[config.mk]
export PLATFORM = sky130hd
export DESIGN_NAME = oled_page_writer
export DESIGN_NICKNAME = d
export VERILOG_FILES = /design/src/rtl/oled_page_writer_pkg.sv /design/src/rtl/oled_page_writer_spi_ctrl.sv /design/src/rtl/oled_page_writer.sv
export SDC_FILE = /design/constraint.sdc
export NUM_CORES = 1
export LEC_CHECK = 0
export BUFFER_PORTS_ARGS = -buffer_cell sky130_fd_sc_hd__buf_2
export CELL_PAD_IN_SITES_DETAIL_PLACEMENT = 0
export CELL_PAD_IN_SITES_GLOBAL_PLACEMENT = 1
export CORE_MARGIN = 2
export CORE_UTILIZATION = 44
export CTS_CLUSTER_SIZE = 40
export DETAILED_ROUTE_END_ITERATION = 10
export PLACE_DENSITY_LB_ADDON = 0.05
export SLEW_MARGIN = 20
export SYNTH_ARGS = -nofsm -noshare
export SYNTH_HDL_FRONTEND = slang
export SYNTH_SLANG_ARGS = --single-unit
export TNS_END_PERCENT = 20
[constraint.sdc]
create_clock -name clk -period 1.8 [get_ports clk]
set_input_delay 0 -clock clk [delete_from_list [all_inputs] [get_ports clk]]
set_output_delay 0 -clock clk [all_outputs]
set_load 0.02 [all_outputs]
[src/rtl/oled_page_writer_pkg.sv]
// Shared constants for the SSD1306 page writer: panel geometry, command bytes
// and the writer's state encoding.
package oled_pkg;

   localparam int OLED_PAGES = 4;
   localparam int OLED_COLS  = 128;

   localparam logic [7:0] OLED_CMD_PAGE  = 8'hB0;
   localparam logic [7:0] OLED_CMD_COLLO = 8'h00;
   localparam logic [7:0] OLED_CMD_COLHI = 8'h10;

   typedef logic [2:0] state_t;

   localparam state_t ST_IDLE  = 3'd0;
   localparam state_t ST_CMD   = 3'd1;
   localparam state_t ST_FETCH = 3'd2;
   localparam state_t ST_LOAD  = 3'd3;
   localparam state_t ST_SEND  = 3'd4;
   localparam state_t ST_GAP   = 3'd5;
   localparam state_t ST_DONE  = 3'd6;

   // Per-page addressing preamble: page select, then column pointer low/high nibble = 0.
   function automatic logic [7:0] cmdByte(input logic [1:0] idx, input logic [7:0] page);
      case (idx)
         2'd0:    return OLED_CMD_PAGE | page;
         2'd1:    return OLED_CMD_COLLO;
         default: return OLED_CMD_COLHI;
      endcase
   endfunction

endpackage

[src/rtl/oled_page_writer_spi_ctrl.sv]
// Byte-wide SPI shifter (MSB first, SCLK idles low, data sampled on rising SCLK).
// SPI_FIN stays high after the last bit until SPI_EN is dropped, which re-arms it.
module SpiCtrl (
   input  logic       clk,
   input  logic       rst,
   input  logic       SPI_EN,
   input  logic [7:0] SPI_DATA,
   output logic       SPI_FIN,
   output logic       SCLK,
   output logic       SDO
);

   localparam logic [1:0] S_IDLE  = 2'd0;
   localparam logic [1:0] S_SHIFT = 2'd1;
   localparam logic [1:0] S_DONE  = 2'd2;

   logic [1:0] state_q, state_d;
   logic [7:0] shift_q, shift_d;
   logic [2:0] bit_q, bit_d;
   logic       sclk_q, sclk_d;

   // Each bit takes two clocks: SDO settles while SCLK is low, then SCLK rises.
   always_comb begin
      state_d = state_q;
      shift_d = shift_q;
      bit_d   = bit_q;
      sclk_d  = sclk_q;
      case (state_q)
         S_IDLE: begin
            if (SPI_EN) begin
               shift_d = SPI_DATA;
               bit_d   = 3'd0;
               sclk_d  = 1'b0;
               state_d = S_SHIFT;
            end
         end
         S_SHIFT: begin
            if (!sclk_q) begin
               sclk_d = 1'b1;
            end else begin
               sclk_d = 1'b0;
               if (bit_q == 3'd7) begin
                  state_d = S_DONE;
               end else begin
                  bit_d   = bit_q + 3'd1;
                  shift_d = {shift_q[6:0], 1'b0};
               end
            end
         end
         S_DONE: begin
            if (!SPI_EN) state_d = S_IDLE;
         end
         default: state_d = S_IDLE;
      endcase
   end

   always_ff @(posedge clk or posedge rst) begin
      if (rst) begin
         state_q <= S_IDLE;
         shift_q <= 8'h00;
         bit_q   <= 3'd0;
         sclk_q  <= 1'b0;
      end else begin
         state_q <= state_d;
         shift_q <= shift_d;
         bit_q   <= bit_d;
         sclk_q  <= sclk_d;
      end
   end

   assign SPI_FIN = (state_q == S_DONE);
   assign SCLK    = sclk_q;
   assign SDO     = shift_q[7];

endmodule

[src/rtl/oled_page_writer.sv]
// Streams one frame from a byte-wide frame buffer to an SSD1306 once the init
// stage is finished: per page, three address commands followed by COLS data bytes.
module oled_page_writer
   import oled_pkg::*;
#(
   parameter int PAGES = OLED_PAGES,
   parameter int COLS  = OLED_COLS
) (
   input  logic                          clk,
   input  logic                          rst,
   input  logic                          en,
   input  logic                          init_fin,
   input  logic [7:0]                    mem_data,
   output logic [$clog2(PAGES*COLS)-1:0] mem_addr,
   output logic                          dc,
   output logic                          sclk,
   output logic                          sdo,
   output logic                          busy,
   output logic                          fin
);

   localparam int AW = $clog2(PAGES*COLS);
   localparam int PW = (PAGES > 1) ? $clog2(PAGES) : 1;
   localparam int CW = (COLS > 1) ? $clog2(COLS) : 1;

   state_t        state_q, state_d;
   logic [PW-1:0] page_q, page_d;
   logic [CW-1:0] col_q, col_d;
   logic [1:0]    cmdIdx_q, cmdIdx_d;
   logic [7:0]    tx_q, tx_d;
   logic          dc_q, dc_d;
   logic          spiEn, spiFin;

   // dc_q still describes the byte just sent while in Gap, so it selects the phase.
   always_comb begin
      state_d  = state_q;
      page_d   = page_q;
      col_d    = col_q;
      cmdIdx_d = cmdIdx_q;
      tx_d     = tx_q;
      dc_d     = dc_q;
      case (state_q)
         ST_IDLE: begin
            if (en && init_fin) begin
               page_d   = '0;
               col_d    = '0;
               cmdIdx_d = 2'd0;
               state_d  = ST_CMD;
            end
         end
         ST_CMD: begin
            tx_d    = cmdByte(cmdIdx_q, 8'(page_q));
            dc_d    = 1'b0;
            state_d = ST_SEND;
         end
         ST_FETCH: state_d = ST_LOAD;
         ST_LOAD: begin
            tx_d    = mem_data;
            dc_d    = 1'b1;
            state_d = ST_SEND;
         end
         ST_SEND: begin
            if (spiFin) state_d = ST_GAP;
         end
         ST_GAP: begin
            if (!en) begin
               state_d = ST_IDLE;
            end else if (!dc_q) begin
               if (cmdIdx_q == 2'd2) begin
                  col_d   = '0;
                  state_d = ST_FETCH;
               end else begin
                  cmdIdx_d = cmdIdx_q + 2'd1;
                  state_d  = ST_CMD;
               end
            end else if (col_q != CW'(COLS - 1)) begin
               col_d   = col_q + 1'b1;
               state_d = ST_FETCH;
            end else if (page_q != PW'(PAGES - 1)) begin
               page_d   = page_q + 1'b1;
               cmdIdx_d = 2'd0;
               state_d  = ST_CMD;
            end else begin
               state_d = ST_DONE;
            end
         end
         ST_DONE: begin
            if (!en) state_d = ST_IDLE;
         end
         default: state_d = ST_IDLE;
      endcase
   end

   always_ff @(posedge clk or posedge rst) begin
      if (rst) begin
         state_q  <= ST_IDLE;
         page_q   <= '0;
         col_q    <= '0;
         cmdIdx_q <= 2'd0;
         tx_q     <= 8'h00;
         dc_q     <= 1'b0;
      end else begin
         state_q  <= state_d;
         page_q   <= page_d;
         col_q    <= col_d;
         cmdIdx_q <= cmdIdx_d;
         tx_q     <= tx_d;
         dc_q     <= dc_d;
      end
   end

   assign spiEn    = (state_q == ST_SEND);
   assign mem_addr = AW'(page_q) * AW'(COLS) + AW'(col_q);
   assign dc       = dc_q;
   assign busy     = (state_q != ST_IDLE) && (state_q != ST_DONE);
   assign fin      = (state_q == ST_DONE);

   SpiCtrl uSpi (
      .clk      (clk),
      .rst      (rst),
      .SPI_EN   (spiEn),
      .SPI_DATA (tx_q),
      .SPI_FIN  (spiFin),
      .SCLK     (sclk),
      .SDO      (sdo)
   );

endmodule

==> results of run 1 <==
==> per-layer routing <==
metal  global-route usage, %  vias to the layer above
met2                    29.6                       27
li1                        -                      782
met3                    5.05                        2
met1                    23.4                      726
met5                       0                        -
met4                    5.13                        0
==> sequential cells by signal (all words and copies together) (netlist names) <==
| signal | count |
|---|---|
| uSpi.state_q | 2 |
| page_q | 2 |
| uSpi.shift_q | 8 |
| uSpi.bit_q | 3 |
| uSpi.SCLK | 1 |
| dc | 1 |
| cmdIdx_q | 2 |
| state_q | 3 |
| tx_q | 8 |
| col_q | 7 |
==> worst register-to-register path, delay by kind of cell (launching register included) <==
kind / cells / cell delay (ns)
flip-flops: 1 / 0.42
AO/OA/AOI/OAI: 2 / 0.32
AND/OR/NAND/NOR: 2 / 0.66
buffers and inverters: 1 / 0.19
==> Yosys cell counts, types with 4 or more instances <==
cell      instances
dfrtp_1          37
nand2_1          34
mux2i_1          13
o21ai_0          11
nor2_1            9
ha_1              8
inv_1             8
a21oi_1           6
nand2b_1          6
mux2_2            5
nand3b_1          4
o21ai_1           4
o22ai_1           4
==> cell type report <==
type / count / area (um^2) / area share (%)
Inverter: 8 / 30.0 / 1.26
Tap cell: 52 / 65.1 / 2.73
Timing Repair Buffer: 45 / 293 / 12.3
Clock inverter: 3 / 17.5 / 0.735
Clock buffer: 5 / 68.8 / 2.89
Multi-Input combinational cell: 142 / 983 / 41.3
Sequential cell: 37 / 926 / 38.8
==> worst max-delay path by stage <==
stage,end,slack (ns),depth (start not counted)
6_report,uSpi.shift_q[4],0.09,5
5_1_grt,page_q[0],-0.0004,6
4_1_cts,page_q[0],0.005,6
3_5_place_dp,col_q[5],-0.03,5
3_3_place_gp,col_q[5],0.08,5
2_1_floorplan,col_q[5],0.009,5
==> power breakdown <==
group	switching, mW	leakage [nW]	internal (mW)
combinational	0.844	0.583	0.634
sequential	0.171	0.491	1.06
clock	0.299	0.0439	0.267
total	1.31	1.12	1.96
==> metrics by stage <==
step	util [%]	hold slack (ns)	setup TNS, ns
after floorplan	-	0.145	0
after global placement	51.2	0.130	0
after detailed placement	51.2	0.142	-0.0306
after CTS	55.1	0.0104	0
after global routing	55.5	0.0282	-0.000379
final	55.5	0.0211	0
==> kinds of logic (layout without fill, tap and decap cells) <==
logic type	count (synthesis)	count (layout)	share of synthesized area, %
AOI/OAI and AO/OA	45	45	15.6
xor gates and xnor gates	1	1	0.450
adders and majority gates	8	8	5.14
buffers and inverters	16	61	3.47
DFF	37	37	47.6
muxes	18	18	9.58
and+or+nand+nor	70	70	18.2
==> what timing repair did <==
item / CTS / global route
endpoints found under the hold margin: 43 / 0
hold buffers: 7 / 0
setup endpoints to repair: 1 / 9
gates cloned: 0 / 0
gates resized for setup: 2 / 3
==> out/qor.txt, run 1 <==
fin crit share = 95.2%
Synth-to-Final Area Change = 22.4%
RR Endpoint = uSpi.shift_q[4]
CP Data Arrival Time = 1.88 ns
Skew-Pair Late Insertion Delay = 0.28 ns
DP Area = 2200 um^2
Max Clk Rate = 0.584 GHz
asr flop ratio synth = 100%
vias in the first global route = 1505
Main synth FF type = dfrtp_1
Syn Area/Cell = 9.98 um^2
Distinct cells, synth = 48
first-pass GRT wire length = 7040 um
Chip Height = 70.5 um
final hold vios = 0
Syn. warnings = 0
power per cell area = 1370 nW/um^2
EDFF count, synth = 0
I/O Buffers = 25
layout cell share with drive strength beyond 1 = 25.0%
RSZ-0062 raised after global routing = true
dpl hpwl = 2930 um
GRT Total Usage = 18.0%
Num CTS Buffers = 5
Worst Slack Setup Final = 0.0870 ns
CP max-delay cell = or4b_1
Max Used Layer = met4
mapped cell area = 1950 um^2
CTS root buf = clkbuf_8
most common cell after layout, fill and taps aside = dfrtp_1
metal3 WL = 151 um
final wirelength = 4110 um
GRT Residual Overflow = 0
fin cells = 292
# placed instances = 277
drt initial violations = 84
initial antenna violation count = 0
WHS Endpoint = tx_q[1]
wire per inst = 14.1 um
initial core utilization = 45.3%
Clock transition at path regs = 0.08 ns
htree depth = 2
Final Total Pwr = 3.28 mW
Max stage delay on crit path = 0.59 ns
Slew @ Worst Pin = 0.485 ns
DP Worst Slack = -0.0306 ns
Placer Congestion = 0.872
WL met2 = 1980 um
crit-path cells = or4b_1 -> a21o_1 -> buf_4 -> nand2_1 -> o21ai_0
FILL cells = 404
Vias = 1537
setup repair bufs after CTS = 0
Die Wd = 70.5 um
setup slack, reg-to-reg = 0.09 ns
Top Family by Delay on Critical Path = simple AND/OR/NAND/NOR gates
Max clock buf depth = 2
pins over their slew limit = 0
clk sinks = 37
drt drc = 0
CP required = 1.97 ns
fin crit period = 1.71 ns
antenna-violating nets left = 0
critical path fanouts, max = 14
start point of the worst hold path = mem_data[1]
core area = 4290 um^2
worst r2r path cells = 5
largest net degree at the start of global routing = 38
Yosys reg bits = 37
Rows = 24
clk_skew = 0.00481 ns
sequential area share after synthesis = 47.6%
Max transition margin = 67.7%
syn nets = 215
type of the worst setup path = flop to flop
Mapped Cells = 195
setup violators final = 0
Detailed Routing Iterations Pass 1 = 4
CP Capture Type = flop
max cap viols = 0
commonest cells after routing, fill and taps aside = dfrtp_1 (37), nand2_1 (34), buf_2 (25)
die area = 4970 um^2
RR Startpoint = state_q[1]
outcome = finished, final reports clean
Design Area, Final = 2380 um^2
Max IR drop VDD = 539 uV
ranking of synthesized cells by area = dfrtp_1 (48%), mux2i_1 (6.7%), nand2_1 (6.6%)
Synth top area share = 47.6%
TritonCTS clock tree = done
# diodes = 0
P_leak = 1.12 nW
DR vias/cell = 5.26
io pins = 26
CP startpoint = state_q[1]
Hold WC Path Type = primary input to flop
WHS Path Cells = 3
Synth area leader = dfrtp_1
Setup crit start kind = flop
Met1 Wirelength = 1970 um
Layout Nets = 259
worst path bufs/invs = 1
No activity file was read; power rests on OpenSTA's default activity.
==> inputs of run 2 (changes only) <==
--- a/config.mk
+++ b/config.mk
@@ -5,11 +5,12 @@
 export SDC_FILE = /design/constraint.sdc
 export NUM_CORES = 1
 export LEC_CHECK = 0
+export ABC_AREA = 1
 export BUFFER_PORTS_ARGS = -buffer_cell sky130_fd_sc_hd__buf_2
 export CELL_PAD_IN_SITES_DETAIL_PLACEMENT = 0
 export CELL_PAD_IN_SITES_GLOBAL_PLACEMENT = 1
 export CORE_MARGIN = 2
-export CORE_UTILIZATION = 44
+export CORE_UTILIZATION = 43
 export CTS_CLUSTER_SIZE = 40
 export DETAILED_ROUTE_END_ITERATION = 10
 export PLACE_DENSITY_LB_ADDON = 0.05
==> run 2 against run 1 <==
  * Design area increased by 7.3%
  * First-iteration DRC count increased by 31%
  * Maximum frequency up 7.5%
  * Die area grew 14%
==> out/qor.txt, run 2 <==
GRT Residual Overflow = 0
htree depth = 2
Max stage delay on crit path = 0.43 ns
sequential share of power = 32.9%
initial antenna violation count = 0
Detailed Routing Iterations Pass 1 = 4
vias in the first global route = 1724
setup TNS = 0 ns
sequential area share after synthesis = 42.3%
fin crit share = 88.5%
FILL cells = 510
Post-synth top cells = nand2_1 (67), dfrtp_1 (37), inv_1 (28)
power per cell area = 1490 nW/um^2
TritonCTS clock tree = done
mapped cell area = 2190 um^2
Clock transition at path regs = 0.07 ns
largest net degree at the start of global routing = 38
final hold vios = 0
die area = 5680 um^2
pins over their slew limit = 0
Hold WC Path Type = primary input to flop
final wirelength = 4560 um
setup violators final = 0
Critical Path Most Common Cell = nand2_1
Final Hold Slack = 0.00968 ns
EDFF count, synth = 0
syn nets = 290
layout cell share with drive strength beyond 1 = 23.4%
switching power = 1.68 mW
P_int = 2.11 mW
CP required = 1.97 ns
ranking of synthesized cells by area = dfrtp_1 (42%), nand2_1 (11%), inv_1 (4.8%)
CP startpoint = col_q[1]
Layout Nets = 327
Synth top area share = 42.3%
Top Family by Delay on Critical Path = simple AND/OR/NAND/NOR gates
Syn Area/Cell = 8.11 um^2
clk sinks = 37
outcome = finished, final reports clean
CTS root buf = clkbuf_8
footprint of the multi-input gates = 1070 um^2
Syn. warnings = 0
Skew-Pair Late Insertion Delay = 0.28 ns
Max transition margin = 68.6%
RR Startpoint = col_q[1]
register area = 926 um^2
Max clock buf depth = 2
Max IR drop VDD = 519 uV
wire per inst = 12.2 um
drt drc = 0
Worst Slack Setup Final = 0.206 ns
Max Clk Rate = 0.628 GHz
type of the worst setup path = flop to flop
Sw Share = 44.4%
setup repair bufs after CTS = 0
Yosys reg bits = 37
first-pass GRT wire length = 7820 um
# diodes = 0
GRT Total Usage = 18.2%
RSZ-0062 raised after global routing = false
core area = 4820 um^2
critical path fanouts, max = 5
CP max-delay cell = dfrtp_1
cell with the most instances after synthesis = nand2_1
io pins = 26
Main synth FF type = dfrtp_1
Placer Congestion = 0.830
commonest cells after routing, fill and taps aside = nand2_1 (67), dfrtp_1 (37), inv_1 (28)
Die Wd = 75.4 um
crit-path cells = ha_1 -> nand2_1 -> nor2_2 -> nand2_2 -> o21ai_0 -> nand2_1 -> nand2_1 -> nand2_1
Setup crit start kind = flop
most common cell after layout, fill and taps aside = nand2_1
asr flop ratio synth = 100%
Synth-to-Final Area Change = 16.8%
P_leak = 1.26 nW
start point of the worst hold path = mem_data[1]
I/O Buffers = 25
fin crit period = 1.59 ns
max cap viols = 0
Slew @ Worst Pin = 0.470 ns
DP Worst Slack = 0.217 ns
dpl hpwl = 3350 um
clk_skew = 0.00393 ns
Clock Power Share = 19.6%
Rows = 25
combinational power share = 47.5%
CP Capture Type = flop
initial core utilization = 45.5%
drt initial violations = 110
CP Data Arrival Time = 1.77 ns
Distinct cells, synth = 36
Vias = 1819
DR vias/cell = 4.85
antenna-violating nets left = 0
worst path bufs/invs = 0
Top Registers = tx_q: 8 flops, uSpi.shift_q: 8 flops, col_q: 7 flops
Mapped Cells = 270
Synth area leader = dfrtp_1
Num CTS Buffers = 5
Chip Height = 75.4 um
## run 2: cell count changes after synthesis, sizes merged, moves of 6 or more
cell    change
mux2i      -11
nor2       +19
inv        +25
nand2      +48
o21ai      +13
nand3      +13
nand4       +9
nand2b      -6
## run 2: metrics by stage
step	power [mW]	util, %	std cells	area [um^2]
floorplan	2.81	-	270	2190
global placement	3.04	49.4	361	2380
detailed placement	3.08	49.4	361	2380
CTS	3.86	53.1	375	2560
global route	4.17	53.1	375	2560
finish	3.80	53.1	375	2560
## run 2: layout make-up
class / count / share of cell area, %
multi-input combinational: 193 / 41.8
clock buffer: 6 / 3.23
clock inverter: 2 / 1.47
sequential: 37 / 36.2
timing repair buffer: 37 / 9.00
tap: 67 / 3.28
inverter: 33 / 5.04
## run 2: timing repair
action / CTS / global route
endpoints found under the hold margin: 42 / 0
hold buffers: 6 / 0
resized for setup: 0 / 0
## run 2: logic make-up after synthesis
kind of cell,synth area share (%)
AOI/OAI and AO/OA,12.2
adders and majority gates,4.57
buffers and inverters,8.91
DFF,42.3
muxes,0.914
and+or+nand+nor,31.1
## run 2: layer usage
metal	GRT usage, %	vias to the layer above	routed length [um]
li1	-	959	-
met1	23.8	825	2140
met2	30.8	31	2220
met3	3.97	4	153
met4	4.87	0	44
met5	0	-	0
## run 2: power by group through the flow
| stage | logic, mW | clock network (mW) | registers (mW) |
|---|---|---|---|
| finish | 1.80 | 0.745 | 1.25 |
| global route | 2.08 | 0.809 | 1.28 |
| CTS | 1.83 | 0.776 | 1.25 |
| detailed placement | 1.82 | 0 | 1.27 |
| global placement | 1.78 | 0 | 1.27 |
| floorplan | 1.57 | 0 | 1.24 |
## run 2: final timing paths
path	endpoint	slack (ns)	cells after the start
worst min-delay path	tx_q[1]	0.01	3
worst min register to register	uSpi.bit_q[1]	0.48	2
worst max register to register	page_q[1]	0.21	8
min in group asynchronous	tx_q[0]	0.36	4
max in group asynchronous	cmdIdx_q[1]	1.11	4
worst max-delay path	page_q[1]	0.21	8
## run 2: worst min-delay path: stages
cell,delay (ns)
buf_2,0.09
o211ai_1,0.08
o21ai_0,0.08
==> inputs of run 3 (changes only) <==
--- a/config.mk
+++ b/config.mk
@@ -10,7 +10,8 @@
 export CELL_PAD_IN_SITES_DETAIL_PLACEMENT = 0
 export CELL_PAD_IN_SITES_GLOBAL_PLACEMENT = 1
 export CORE_MARGIN = 2
-export CORE_UTILIZATION = 43
+export CORE_UTILIZATION = 45
+export CTS_BUF_LIST = sky130_fd_sc_hd__clkbuf_8
 export CTS_CLUSTER_SIZE = 40
 export DETAILED_ROUTE_END_ITERATION = 10
 export PLACE_DENSITY_LB_ADDON = 0.05
==> run 3 against run 2 <==
  * Critical path depth rose by 1
  * Maximum frequency grew 2.5%
  * Flip-flop and latch count did not move
  * Combinational power barely moved
  * Routed wire length hardly changed
  * Global-route usage grew 0.63 points
  * Setup slack better by 0.039 ns
  * First-iteration DRC count shrank 7.3%
  * Clock power fell by 25%
  * Largest cell class unchanged
  * Highest routed layer unchanged
==> out/qor.txt, run 3 (synthesis gave the netlist of run 2 again) <==
outcome = finished, final reports clean
setup violators final = 0
I/O Buffers = 25
Max Clk Rate = 0.643 GHz
die area = 5440 um^2
vias in the first global route = 1649
Top Registers = tx_q: 8 flops, uSpi.shift_q: 8 flops, col_q: 7 flops
WHS Endpoint = tx_q[7]
first-pass GRT wire length = 7740 um
critical path fanouts, max = 13
htree depth = 2
Slew @ Worst Pin = 0.484 ns
setup TNS = 0 ns
Placer Congestion = 0.773
Vias = 1792
antenna-violating nets left = 0
GRT Residual Overflow = 0
Layout Nets = 328
TritonCTS clock tree = done
commonest cells after routing, fill and taps aside = nand2_1 (67), dfrtp_1 (37), inv_1 (29)
P_leak = 1.26 nW
max cap viols = 0
dpl hpwl = 3290 um
Clock transition at path regs = 0.07 ns
type of the worst setup path = flop to flop
DP Area = 2360 um^2
Critical Path Most Common Cell = nand2_2
Max stage delay on crit path = 0.42 ns
DR vias/cell = 4.94
Final Hold Slack = 0.0334 ns
CTS root buf = clkbuf_8
CP required = 2.02 ns
Max transition margin = 67.7%
# placed instances = 348
Max clock buf depth = 2
wire per inst = 12.6 um
initial antenna violation count = 0
clk_skew = 0.00544 ns
RR Endpoint = col_q[4]
fin cells = 363
setup slack, reg-to-reg = 0.25 ns
drt drc = 0
CP max-delay cell = dfrtp_1
CP Data Arrival Time = 1.77 ns
Design Area, Final = 2510 um^2
Setup crit start kind = flop
initial core utilization = 46.7%
most common cell after layout, fill and taps aside = nand2_1
Hold WC Path Type = primary input to flop
RR Startpoint = col_q[1]
GRT Total Usage = 18.9%
clk sinks = 37
worst r2r path cells = 9
Skew-Pair Late Insertion Delay = 0.29 ns
Max IR drop VDD = 690 uV
Detailed Routing Iterations Pass 1 = 4
core area = 4690 um^2
start point of the worst hold path = mem_data[7]
setup repair bufs after CTS = 0
RSZ-0062 raised after global routing = false
largest net degree at the start of global routing = 38
final hold vios = 0
Chip Height = 73.8 um
Num CTS Buffers = 5
Synth-to-Final Area Change = 14.8%
WHS Path Cells = 3
Core Util, Final = 53.6%
crit-path cells = ha_1 -> nand2_1 -> nor2_2 -> nand2_2 -> nand2_2 -> nand2_2 -> nand2_4 -> nand2_1 -> o21ai_2
io pins = 26
pins over their slew limit = 0
layout cell share with drive strength beyond 1 = 23.0%
fin crit period = 1.55 ns
CP Capture Type = flop
Rows = 25
drt initial violations = 102
final wirelength = 4570 um
Die Wd = 73.8 um
power per cell area = 1430 nW/um^2
# diodes = 0
fin crit share = 86.4%
## run 3: how the worst max path moves through the flow
stage	startpoint	endpoint	slack (ns)	cells past startpoint
CTS	col_q[1]	page_q[0]	0.12	8
floorplan	col_q[0]	page_q[0]	0.17	8
finish	col_q[1]	col_q[4]	0.25	9
global placement	col_q[1]	page_q[1]	0.23	8
detailed placement	col_q[1]	page_q[0]	0.15	8
global route	col_q[1]	col_q[4]	0.07	9
## run 3: cell type report
type,instances,area (um^2)
clock buffers,5,68.8
clock inverters,3,13.8
fillers,468,2180
flip-flops and latches,37,926
inverters,33,129
multi-input cells,193,1070
well taps,54,67.6
repair buffers,38,240
## run 3: what timing repair did
action / CTS / global route
hold buffers: 7 / 0
hold endpoints to repair: 43 / 0
resized for setup: 0 / 1
endpoints found under the setup margin: 0 / 2
## run 3: per-layer routing
layer | wire length (um) | up-vias | global-route usage (%)
li1 | - | 953 | -
met3 | 110 | 4 | 4.12
met5 | 0 | - | 0
met4 | 71 | 0 | 7.88
met2 | 2100 | 21 | 29.4
met1 | 2280 | 814 | 25.3
## run 3: per-stage QoR
step	total power, mW	setup WS [ns]
floorplan	2.81	0.174
global placement	3.06	0.227
detailed placement	3.07	0.147
CTS	3.65	0.122
global route	3.97	0.0726
finish	3.61	0.246
## run 3: where the power goes
part	internal, mW	switching (mW)
combinational	0.607	1.18
sequential	1.06	0.205
clock	0.263	0.299
total	1.93	1.68
## run 3: worst max-delay path: cells and delay by family, from the launching register on
| family | cells | cell delay, ns |
|---|---|---|
| simple gates | 7 | 0.79 |
| flops | 1 | 0.42 |
| compound gates | 1 | 0.06 |
| fa+ha+maj | 1 | 0.22 |
